$ cat src/rtl/fibo_checker_pkg.sv
// rtl/fibo_checker_pkg.sv - shared operand width and checker state encodings
package fibo_checker_pkg;

  localparam int OPERAND_BUS = 6;

  typedef enum logic [1:0] {
    FCHK_IDLE = 2'd0,
    FCHK_CHK  = 2'd1,
    FCHK_DONE = 2'd2,
    FCHK_FAIL = 2'd3
  } fchk_state_t;

endpackage

$ cat src/rtl/fibo_ref_gen.sv
// rtl/fibo_ref_gen.sv - reference Fibonacci register pair with seed load and step
module fibo_ref_gen
  import fibo_checker_pkg::*;
#(
  parameter int WIDTH = OPERAND_BUS
) (
  input  logic             clk,
  input  logic             rst,
  input  logic             i_load,
  input  logic             i_step,
  input  logic [WIDTH-1:0] i_seed_a,
  input  logic [WIDTH-1:0] i_seed_b,
  output logic [WIDTH-1:0] o_expect
);

  logic [WIDTH-1:0] r_prev;
  logic [WIDTH-1:0] r_cur;
  logic [WIDTH-1:0] r_expect;
  logic             r_first;
  logic [WIDTH-1:0] w_sum;

  // Carry out of the sum is dropped on purpose: the sequence wraps mod 2^WIDTH.
  assign w_sum = r_prev + r_cur;

  always_ff @(posedge clk) begin
    if (!rst) begin
      r_prev   <= '0;
      r_cur    <= '0;
      r_expect <= '0;
      r_first  <= 1'b0;
    end else if (i_load) begin
      r_prev   <= i_seed_a;
      r_cur    <= i_seed_b;
      r_expect <= i_seed_a;
      r_first  <= 1'b1;
    end else if (i_step) begin
      r_first <= 1'b0;
      if (r_first) begin
        // term 0 matched: next expected is the second seed, pair stays put
        r_expect <= r_cur;
      end else begin
        r_prev   <= r_cur;
        r_cur    <= w_sum;
        r_expect <= w_sum;
      end
    end
  end

  assign o_expect = r_expect;

endmodule

$ cat config.mk
export PLATFORM = sky130hd
export DESIGN_NAME = fibo_ref_gen
export DESIGN_NICKNAME = d
export VERILOG_FILES = /design/src/rtl/fibo_checker_pkg.sv /design/src/rtl/fibo_ref_gen.sv
export SDC_FILE = /design/constraint.sdc
export NUM_CORES = 1
export LEC_CHECK = 0
export ABC_AREA = 1
export CAP_MARGIN = 30
export CELL_PAD_IN_SITES_DETAIL_PLACEMENT = 0
export CELL_PAD_IN_SITES_GLOBAL_PLACEMENT = 2
export CORE_ASPECT_RATIO = 1.1
export CORE_MARGIN = 2
export CORE_UTILIZATION = 27
export CTS_BUF_LIST = sky130_fd_sc_hd__clkbuf_4
export DETAILED_ROUTE_END_ITERATION = 10
export GPL_TIMING_DRIVEN = 0
export PLACE_DENSITY = 0.76
export SYNTH_ARGS = -nofsm -noshare
export SYNTH_HDL_FRONTEND = slang
export SYNTH_SLANG_ARGS = --single-unit
$ cat constraint.sdc
create_clock -name clk -period 1.65 [get_ports clk]
set_input_delay 0.165 -clock clk [delete_from_list [all_inputs] [get_ports clk]]
set_output_delay 0.165 -clock clk [all_outputs]
set_load 0.005 [all_outputs]
==> summary by stage <==
Power
Across the VDD grid, the largest voltage drop is 0.401 mV. The total power per unit cell area is 732 nW/um2. The analysis attributes to cell leakage a power of 0.000525 uW.

Global routing
The met1 global-route usage is 17.7%. The met2 usage in global routing is 21.8%. The via count of the first global-routing pass is 985.

The routing usage on met3 is less than 1%. The total routing usage reported by global routing is 13.3%. Global routing finished with a remaining overflow of 0.

met2 is the most crowded layer. Entering global routing, the biggest net connects 11 pins. The initial antenna violation count came to 0.

The first global-routing pass estimated 4600 um of wire.

Critical path
The critical path in this run is classified as reg2reg. The kind of start point of the critical path is a flip-flop. STA classifies the critical path endpoint as a flip-flop.

Of all nets on the critical path, the largest fanout is 3. STA puts the critical path data required time at 1.89 ns. The biggest cell delay along the critical path is 0.38 ns. In this design, the largest share of critical-path delay is due to adder cells. For this design, the slowest cell found on the critical path is dfxtp_4.

The buffer and inverter count on the worst path is 1. The critical path goes through ha_4 > inv_1 > fa_2 > nand3b_1 > a21o_1 > nand3_2 > nand2_2 > a21oi_2. The worst reg-to-reg setup slack is 0.08 ns.

At the worst endpoint, the arrival time is 1.80 ns.

Detailed routing
The total wire length is 2790 um. The total via count after detailed routing is 998. The first-pass iteration count of the detailed router is 4. Using the TritonRoute via totals, the vias-per-cell ratio works out to 4.73. The post-detailed-route wirelength per cell is 13.2 um.

In this run the remaining antenna-violating nets after routing total 0. The DRC violation count after routing is 0. The iteration-0 DRC count of the detailed router is 47.

Floorplan
The die covers around 4400 um2. The number of rows created at floorplan is 23. The die is 63.6 um wide. The initial utilization of the core area, before any placement, comes to around 29%. From bottom edge to top edge, the die measures 69.6 um. The core region is roughly 3700 um2. The I/O pin total is 22.

Clocking
The clock input transition at the sequential cells of the worst setup and hold paths is approximately 0.11 ns. The insertion delay to the later sink of the worst-skew pair is 0.30 ns. The hold-fix buffer count after cts is 0. The clock sink total is 19. The TritonCTS clock tree is built.

The clock root buffer is clkbuf_4. The TritonCTS buffer count is 3. The longest clock path from root to sink contains 2 buffers. In this run the number of H-tree levels came out at 1.

STA
Clock skew on the completed layout was measured at roughly 0.0027 ns. The transition time of the tightest slew-check pin is 0.529 ns. The upper clock frequency limit is 638 MHz. The count of final hold-check violations is 0. Setup repair after global routing could not meet its margin everywhere.

In this run the tightest slew margin relative to its limit is 64.7%. In the finished design, the share of the clock period the worst path needs comes to 94.9%. After layout, the minimum clock period comes to about 1.6 ns.

The final-report max-slew violation count was 0. Setup violations remaining at the end of the flow were counted as 0.

Finish
The area of all placed cells without fillers is around 1400 um2. The net count of the finished layout is 184. The post-route netlist has roughly 16% of its cells at a drive strength greater than 1. Counting the fill cells in the layout gives 425. The finished layout holds approximately 210 standard cells, fillers aside. The repair_antennas step left the layout with diodes totalling 0. From synthesis to final layout, the design area changed by 31.1%.

Placement
In this run the tool buffered the top-level ports with 20 buffer cells. Summed over all nets, the half-perimeter wirelength after detailed placement is 2080 um. The count of placed standard cells including taps is 206. After detailed placement, the total cell area comes to 1320 um2.

The final weighted congestion of routability-driven global placement is 0.771.

Yosys
In this run the mean area of a mapped cell was 7.76 um2. The share of async-settable or async-resettable flops after synthesis is 0%. The synthesized cell area is between 1000 and 1500 um2.

The number of nets in the synthesized netlist is roughly 160. The proportion of synthesized chip area in sequential cells is a little over a third. The synthesis-stage register bit count is 19.

The distinct cell type count of the synthesized netlist is 28. The flip-flop cell with the highest count after synthesis is dfxtp_1. The synthesized instance count is about 140. The number of enable flip-flop cells after synthesis is 0. The warning count from the yosys run is 0.

Outcome
The flow ran to the end, and the final reports show no timing, DRC or antenna violations.

Flow run
The number of max-capacitance violations reported is 0.

Hold path
The worst hold path belongs to the class in2reg.
==> cell type report <==
class	instances	area [um2]	share of cell area [%]
multi-input combinational	100	618	44.7
sequential	19	385	27.9
timing repair buffer	21	208	15.0
tap	50	62.6	4.52
inverter	13	48.8	3.53
clock buffer	4	30.0	2.17
buffer	4	30.0	2.17
==> sequential cells by signal, indices dropped and copies added (netlist names) <==
name      flops
o_expect      6
r_prev        6
r_cur         6
r_first       1
==> timing repair <==
action	in CTS	in global routing
gates cloned	0	0
pin swaps	0	1
buffers inserted	0	1
gates resized for setup	5	3
endpoints found under the setup margin	4	4
==> metrics by stage <==
step	setup slack, ns	hold WS, ns	TNS [ns]	util (%)	power, uW
CTS	0.000983	0.181	0	37.1	1020
floorplan	0.0692	0.307	0	-	662
global placement	-0.0690	0.470	-0.148	35.8	756
finish	0.0834	0.188	0	37.5	1010
detailed placement	-0.0932	0.473	-0.202	35.8	759
global route	-0.0304	0.203	-0.0589	37.5	1080
==> where the power goes <==
part / switching [uW] / internal, uW
registers: 28.1 / 490
logic: 121 / 117
clock network: 145 / 111
==> synthesized netlist by cell type (all sizes together), types with 2 or more instances <==
cell     n  share of area (%)
buf      3                2.5
clkinv   2               0.71
inv     11                3.9
a31oi   11                6.5
nand3b   2                1.4
ha       5                5.9
dfxtp   19                 36
a21boi   3                2.1
o21ai    3                1.4
a21oi   11                5.2
nand2   32                 12
nor2     9                5.6
nand3   13                7.1
xor2     2                1.7
a22oi    4                2.8
==> tightest hold or removal path, cell delays in order <==
cell	delay [ns]
buf_6	0.12
nand2_1	0.08
a31oi_1	0.08
==> routing by layer <==
layer  wire length [um]  part of all wire (%)  vias to the layer above
met5                  0                     0                        -
met4                 34                   1.2                        0
met2               1340                    48                       23
li1                   -                     -                      516
met1               1290                    46                      457
met3                116                   4.2                        2
==> layout by cell type, fill, tap and decap left out, drive strengths merged, types with 2 or more instances in the layout <==
| cell | synthesis | final |
|---|---|---|
| dfxtp | 19 | 19 |
| clkbuf | 1 | 5 |
| nand2 | 32 | 32 |
| buf | 3 | 4 |
| nor2 | 9 | 9 |
| a22oi | 4 | 4 |
| inv | 11 | 11 |
| xor2 | 2 | 2 |
| clkinv | 2 | 2 |
| o21ai | 3 | 3 |
| a21oi | 11 | 11 |
| a31oi | 11 | 11 |
| nand3 | 13 | 13 |
| a21boi | 3 | 3 |
| ha | 5 | 5 |
| nand3b | 2 | 2 |
| clkdlybuf4s50 | 0 | 20 |
==> cell families after synthesis <==
| family | synth area share, % |
|---|---|
| buf+inv | 7.47 |
| simple gates | 26.6 |
| flops | 36.1 |
| xor+xnor | 1.66 |
| fa+ha+maj | 7.83 |
| compound gates | 20.4 |
==> path summary, 6_finish.rpt <==
kind / startpoint / end / cells after the start
worst max-delay path: r_cur[0] / o_expect[4] / 8
worst min-delay path: i_load / r_prev[5] / 3
worst max register to register: r_cur[0] / o_expect[4] / 8
worst min register to register: r_prev[2] / r_prev[2] / 2
Power figures use the tool's default switching activity.
